[src/rtl/uart_reporter.sv]
// Event/score reporter: queues game events and score requests and serialises them
// as ASCII bytes towards the uart transmitter (one byte per uart frame).
package enum_type;
    typedef enum logic [2:0] {
        NOEVENT, LEFT, RIGHT, DOWN, DROP, HOLD, ROTATE, ROTATE_REV
    } control_type;
endpackage

module uart_reporter
    import enum_type::*;
#(
    parameter int unsigned DEPTH     = 16,
    parameter int unsigned SCORE_MAX = 9999
) (
    input  logic        clk,
    input  logic        rst,
    input  logic        event_valid,
    input  control_type event_code,
    output logic        event_ready,
    input  logic        score_valid,
    input  logic [13:0] score,
    output logic        overflow,
    output logic        busy,
    output logic        transmit,
    output logic [7:0]  tx_byte,
    input  logic        is_transmitting
);
    localparam int unsigned AW = $clog2(DEPTH);
    localparam int unsigned CW = AW + 1;
    localparam logic [CW-1:0] FULL = CW'(DEPTH);
    localparam logic [13:0]   SMAX = 14'(SCORE_MAX);

    typedef enum logic [2:0] {IDLE, CONVERT, SEND, WAIT_HI, WAIT_LO} state_t;

    state_t            state_q, state_d;
    control_type       mem_q [DEPTH];
    logic [AW-1:0]     wr_ptr_q, rd_ptr_q;
    logic [CW-1:0]     count_q, count_d;
    logic [7:0]        tx_byte_q, tx_byte_d;
    logic [2:0]        len_q, len_d, idx_q, idx_d;
    logic [13:0]       work_q, work_d, score_reg_q, weight;
    logic [1:0]        wsel_q, wsel_d;
    logic [3:0][3:0]   dig_q, dig_d;
    logic              pending_q, overflow_q;
    logic              ev, push, pop, drop, consume;

    function automatic logic [7:0] map_event(input control_type c);
        case (c)
            LEFT:       return 8'h61;
            RIGHT:      return 8'h64;
            DOWN:       return 8'h77;
            DROP:       return 8'h73;
            HOLD:       return 8'h63;
            ROTATE:     return 8'h78;
            ROTATE_REV: return 8'h7A;
            default:    return 8'h00;
        endcase
    endfunction

    // Score line layout: 'S', four ASCII digits (thousands first), CR, LF.
    function automatic logic [7:0] msg_byte(input logic [2:0] idx, input logic [3:0][3:0] dig);
        case (idx)
            3'd0:    return 8'h53;
            3'd1:    return {4'h3, dig[3]};
            3'd2:    return {4'h3, dig[2]};
            3'd3:    return {4'h3, dig[1]};
            3'd4:    return {4'h3, dig[0]};
            3'd5:    return 8'h0D;
            default: return 8'h0A;
        endcase
    endfunction

    assign ev          = event_valid && (event_code != NOEVENT);
    assign push        = ev && (count_q != FULL);
    assign drop        = ev && (count_q == FULL);
    assign event_ready = (count_q != FULL);
    assign overflow    = overflow_q;
    assign busy        = (state_q != IDLE);
    assign tx_byte     = tx_byte_q;

    always_comb begin
        count_d = count_q;
        case ({push, pop})
            2'b10:   count_d = count_q + CW'(1);
            2'b01:   count_d = count_q - CW'(1);
            default: count_d = count_q;
        endcase
    end

    always_comb begin
        state_d   = state_q;
        tx_byte_d = tx_byte_q;
        len_d     = len_q;
        idx_d     = idx_q;
        work_d    = work_q;
        wsel_d    = wsel_q;
        dig_d     = dig_q;
        pop       = 1'b0;
        consume   = 1'b0;
        transmit  = 1'b0;
        case (wsel_q)
            2'd0:    weight = 14'd1000;
            2'd1:    weight = 14'd100;
            default: weight = 14'd10;
        endcase
        unique case (state_q)
            IDLE: begin
                if (pending_q) begin
                    consume = 1'b1;
                    work_d  = score_reg_q;
                    wsel_d  = '0;
                    dig_d   = '0;
                    state_d = CONVERT;
                end else if (count_q != '0) begin
                    pop       = 1'b1;
                    tx_byte_d = map_event(mem_q[rd_ptr_q]);
                    len_d     = 3'd1;
                    idx_d     = '0;
                    state_d   = SEND;
                end
            end
            CONVERT: begin
                // Repeated subtraction, one step per cycle; the remainder below 10 is the units digit.
                if (work_q >= weight) begin
                    work_d                  = work_q - weight;
                    dig_d[2'd3 - wsel_q]    = dig_q[2'd3 - wsel_q] + 4'd1;
                end else if (wsel_q == 2'd2) begin
                    dig_d[0]  = work_q[3:0];
                    tx_byte_d = 8'h53;
                    len_d     = 3'd7;
                    idx_d     = '0;
                    state_d   = SEND;
                end else begin
                    wsel_d = wsel_q + 2'd1;
                end
            end
            SEND: begin
                if (!is_transmitting) begin
                    transmit = 1'b1;
                    state_d  = WAIT_HI;
                end
            end
            WAIT_HI: begin
                if (is_transmitting) state_d = WAIT_LO;
            end
            WAIT_LO: begin
                if (!is_transmitting) begin
                    if ((idx_q + 3'd1) < len_q) begin
                        idx_d     = idx_q + 3'd1;
                        tx_byte_d = msg_byte(idx_q + 3'd1, dig_q);
                        state_d   = SEND;
                    end else begin
                        state_d = IDLE;
                    end
                end
            end
            default: state_d = IDLE;
        endcase
    end

    always_ff @(posedge clk) begin
        if (push) mem_q[wr_ptr_q] <= event_code;
    end

    always_ff @(posedge clk or posedge rst) begin
        if (rst) begin
            state_q     <= IDLE;
            wr_ptr_q    <= '0;
            rd_ptr_q    <= '0;
            count_q     <= '0;
            tx_byte_q   <= '0;
            len_q       <= '0;
            idx_q       <= '0;
            work_q      <= '0;
            wsel_q      <= '0;
            dig_q       <= '0;
            score_reg_q <= '0;
            pending_q   <= 1'b0;
            overflow_q  <= 1'b0;
        end else begin
            state_q   <= state_d;
            count_q   <= count_d;
            tx_byte_q <= tx_byte_d;
            len_q     <= len_d;
            idx_q     <= idx_d;
            work_q    <= work_d;
            wsel_q    <= wsel_d;
            dig_q     <= dig_d;
            if (push) wr_ptr_q <= wr_ptr_q + AW'(1);
            if (pop)  rd_ptr_q <= rd_ptr_q + AW'(1);
            if (drop) overflow_q <= 1'b1;
            // A new request in the same cycle as IDLE consumes the old one keeps a line pending.
            if (score_valid) begin
                score_reg_q <= (score > SMAX) ? SMAX : score;
                pending_q   <= 1'b1;
            end else if (consume) begin
                pending_q <= 1'b0;
            end
        end
    end
endmodule

[config.mk]
export PLATFORM = sky130hd
export DESIGN_NAME = uart_reporter
export DESIGN_NICKNAME = d
export VERILOG_FILES = /design/src/rtl/uart_reporter.sv
export SDC_FILE = /design/constraint.sdc
export NUM_CORES = 1
export LEC_CHECK = 0
export CORE_ASPECT_RATIO = 0.5
export CORE_MARGIN = 4
export CORE_UTILIZATION = 45
export CTS_BUF_LIST = sky130_fd_sc_hd__clkbuf_2
export DETAILED_ROUTE_END_ITERATION = 12
export SLEW_MARGIN = 20
export SYNTH_ARGS = -nofsm -noshare
export SYNTH_HDL_FRONTEND = slang
export SYNTH_SLANG_ARGS = --single-unit
[constraint.sdc]
create_clock -name clk -period 9.3 [get_ports clk]
set_input_delay 1.395 -clock clk [delete_from_list [all_inputs] [get_ports clk]]
set_output_delay 1.395 -clock clk [all_outputs]
set_load 0.01 [all_outputs]
==> insert_results.sql <==
INSERT INTO impl_metrics (metric_group, metric, value, unit) VALUES
('yosys', 'post-synth-top-area-cell', 'sky130_fd_sc_hd__dfrtp_1', ''),
('setup_path', 'path_max_fanout', '6', ''),
('routing', 'totalWireLength', '15300', 'um'),
('floorplanning', 'die_height', '94.4', 'um'),
('sta', 'clock-skew-final', '0.0309', 'ns'),
('global_routing', 'first_global_vias', '4737', ''),
('yosys', 'synthesis.nets', '648', ''),
('clocking', 'tritoncts', 'yes', ''),
('routing', 'route.detailed.vias_per_inst', '5.70', ''),
('global_routing', 'maximum_number_of_pins_on_one_net_before_global_route_repair', '77', ''),
('yosys', 'count_of_flip_flops_with_a_built_in_enable_after_synthesis', '48', ''),
('sta', 'post-route-period-util', '0.439', ''),
('pwr', 'max-vdd-ir-drop', '0.119', 'mV'),
('sta', 'final_critical_path_setup_slack', '5.21', 'ns'),
('sta', 'slew_violations', '0', ''),
('routing', 'detail_route.drc_violations', '0', ''),
('clocking', 'ctsHoldBuffers', '0', ''),
('routing', 'routed-via-count', '4758', ''),
('sta', 'fmax', '245', 'MHz'),
('placed_design', 'dp_worst_setup_slack', '4.67', 'ns'),
('sta', 'final.min_clock_period', '4.09', 'ns'),
('finish', 'final_layout_size_suffix_gt1_frac', '0.122', ''),
('yosys', 'synth_ff_type', 'sky130_fd_sc_hd__dfrtp_1', ''),
('floorplanning', 'die_width', '181', 'um'),
('finish', 'antenna_cells', '0', ''),
('floorplanning', 'floorplan.initialDensity', '0.462', ''),
('clocking', 'clock-sinks', '124', ''),
('global_routing', 'track_usage', '0.188', ''),
('sta', 'finalSetupViolations', '0', ''),
('clocking', 'clock_buffer_depth', '2', ''),
('clocking', 'clk_root_buffer_cell', 'sky130_fd_sc_hd__clkbuf_2', ''),
('yosys', 'synth_async_sr_flop_share', '0.613', ''),
('clocking', 'cts_buffers', '17', ''),
('sta', 'finalSetupTns', '0', 'ns'),
('finish', 'final-instance-count-excl-fill', '835', ''),
('routing', 'routedWlPerCell', '18.3', 'um'),
('clocking', 'postCtsSetupRepairBufs', '0', ''),
('floorplanning', 'die_area', '17100', 'um2'),
('yosys', 'yosysTopAreaCellShare', '0.283', ''),
('setup_path', 'critPathCaptureType', 'output pin', ''),
('flow_run', 'drv_cap', '0', ''),
('finish', 'final_nets', '676', ''),
('placed_design', 'place.detailed.hpwl', '10800', 'um'),
('yosys', 'post_synthesis_register_bit_count', '124', ''),
('yosys', 'fraction_of_the_yosys_area_taken_by_sequential_cells', '0.497', ''),
('sta', 'tightestPinTransition', '0.796', 'ns'),
('clocking', 'clkTransAtPathRegs', '0.21', 'ns'),
('setup_path', 'critPathLaunchType', 'primary input', ''),
('setup_path', 'setup.worst_path.class', 'in -> out', ''),
('yosys', 'avgSynthCellArea', '11.3', 'um2'),
('global_routing', 'grt_overflow_total', '0', ''),
('floorplanning', 'core-area', '14500', 'um2'),
('clocking', 'worst_skew_pair.late_latency', '0.69', 'ns'),
('clocking', 'htreeDepth', '4', ''),
('sta', 'grt_setup_unrepaired', 'false', ''),
('finish', 'finish.utilization', '0.516', ''),
('global_routing', 'grt_antenna_before_repair', '0', ''),
('yosys', 'yosysWarningCount', '0', ''),
('global_routing', 'wire_length_of_the_first_global_routing_pass', '25100', 'um'),
('setup_path', 'worstPathArrival', '2.69', 'ns'),
('yosys', 'ys_types', '72', ''),
('finish', 'layout.cells.most_common', 'sky130_fd_sc_hd__dfrtp_1', ''),
('setup_path', 'r2r_setup_slack', '5.57', 'ns'),
('yosys', 'synth_area', '6720', 'um2'),
('yosys', 'synth.area.top_cells', 'sky130_fd_sc_hd__dfrtp_1 28%, sky130_fd_sc_hd__edfxtp_1 21%, sky130_fd_sc_hd__mux4_2 5.4%, sky130_fd_sc_hd__ha_1 5.2%, sky130_fd_sc_hd__nand2_1 3.4%', ''),
('outcome', 'run_status', 'completed', ''),
('floorplanning', 'core.rowCount', '31', ''),
('routing', 'drt_pass1_iterations', '7', ''),
('yosys', 'synth_cells', '596', ''),
('floorplanning', 'pin_count', '34', ''),
('finish', 'layout-area-overhead-vs-synth', '11.7', '%');
==> final timing paths <==
kind / endpoint / cells past startpoint / from
worst max register to register: dig_q[15] / 10 / wsel_q[1]
worst min register to register: tx_byte[5] / 1 / tx_byte[5]
worst min-delay path: tx_byte[5] / 1 / tx_byte[5]
min in group asynchronous: state_q[0] / 3 / rst
worst max-delay path: transmit / 3 / is_transmitting
max in group asynchronous: work_q[6] / 4 / rst
==> state kept, by name (all words and copies together), names as in the netlist, 4 cells and up <==
register     cells
score_reg_q     14
work_q          14
tx_byte          7
rd_ptr_q         4
wr_ptr_q         4
mem_q           48
dig_q           16
count_q          5
==> cells in the mapped netlist (6+ instances only) <==
| library cell | count |
|---|---|
| sky130_fd_sc_hd__clkbuf_1 | 17 |
| sky130_fd_sc_hd__a21o_1 | 9 |
| sky130_fd_sc_hd__o22ai_1 | 10 |
| sky130_fd_sc_hd__mux2i_1 | 14 |
| sky130_fd_sc_hd__buf_2 | 7 |
| sky130_fd_sc_hd__dfrtp_1 | 76 |
| sky130_fd_sc_hd__nand3_1 | 15 |
| sky130_fd_sc_hd__xnor2_1 | 11 |
| sky130_fd_sc_hd__nor2_1 | 25 |
| sky130_fd_sc_hd__nor3_1 | 13 |
| sky130_fd_sc_hd__mux2_2 | 8 |
| sky130_fd_sc_hd__nand2_1 | 60 |
| sky130_fd_sc_hd__inv_1 | 37 |
| sky130_fd_sc_hd__and2_1 | 20 |
| sky130_fd_sc_hd__edfxtp_1 | 48 |
| sky130_fd_sc_hd__a31oi_1 | 10 |
| sky130_fd_sc_hd__a21oi_1 | 23 |
| sky130_fd_sc_hd__o21ai_0 | 23 |
| sky130_fd_sc_hd__mux4_2 | 16 |
| sky130_fd_sc_hd__a22oi_1 | 6 |
| sky130_fd_sc_hd__o22a_1 | 9 |
| sky130_fd_sc_hd__xor2_1 | 6 |
| sky130_fd_sc_hd__ha_1 | 28 |
==> final cells by class <==
class                   count  area, um2
clock buffers              18       90.1
clock inverters            14        195
fillers                  1302       7040
inverters                  37        140
multi-input cells         406       3110
flip-flops and latches    124       3340
well taps                 198        248
repair buffers             38        385
==> per-stage QoR <==
| step | hold slack (ns) | instance area [um2] | power, mW |
|---|---|---|---|
| 6_report | 0.530 | 7510 | 2.45 |
| 5_1_grt | 0.556 | 7510 | 2.65 |
| 4_1_cts | 0.536 | 7480 | 2.46 |
| 3_5_place_dp | 0.487 | 7200 | 2.05 |
| 3_3_place_gp | 0.472 | 7200 | 2.04 |
| 2_1_floorplan | 0.444 | 6720 | 1.73 |
==> metal layers <==
metal  wire length, um  part of all wire  GRT usage
met3               728             0.048     0.0469
met1              7670              0.50      0.273
met5                 0                 0          0
met4               114            0.0075     0.0421
met2              6740              0.44      0.288
==> worst max-delay path, stage by stage <==
cell and delay [ns]:
sky130_fd_sc_hd__clkdlybuf4s50_1 0.51, sky130_fd_sc_hd__nor3_1 0.22, sky130_fd_sc_hd__clkdlybuf4s50_1 0.56
==> cell families (layout without fill, tap and decap cells) <==
group | Yosys count | count (layout) | synth area share
other | 1 | 1 | 0.000558
buffers and inverters | 66 | 107 | 0.0410
flip-flops | 124 | 124 | 0.497
AO/OA/AOI/OAI | 149 | 149 | 0.163
multiplexers | 41 | 41 | 0.0946
XOR/XNOR | 17 | 17 | 0.0222
AND/OR/NAND/NOR | 168 | 168 | 0.124
adder cells (fa/ha/maj) | 30 | 30 | 0.0581
==> where the power goes <==
part           switching, mW  total [mW]  internal [mW]
clock network          0.221       0.401          0.180
registers              0.161       0.861          0.699
logic                  0.667        1.19          0.518
total                   1.05        2.45           1.40
Note: power is estimated with default switching activity, not from simulation.
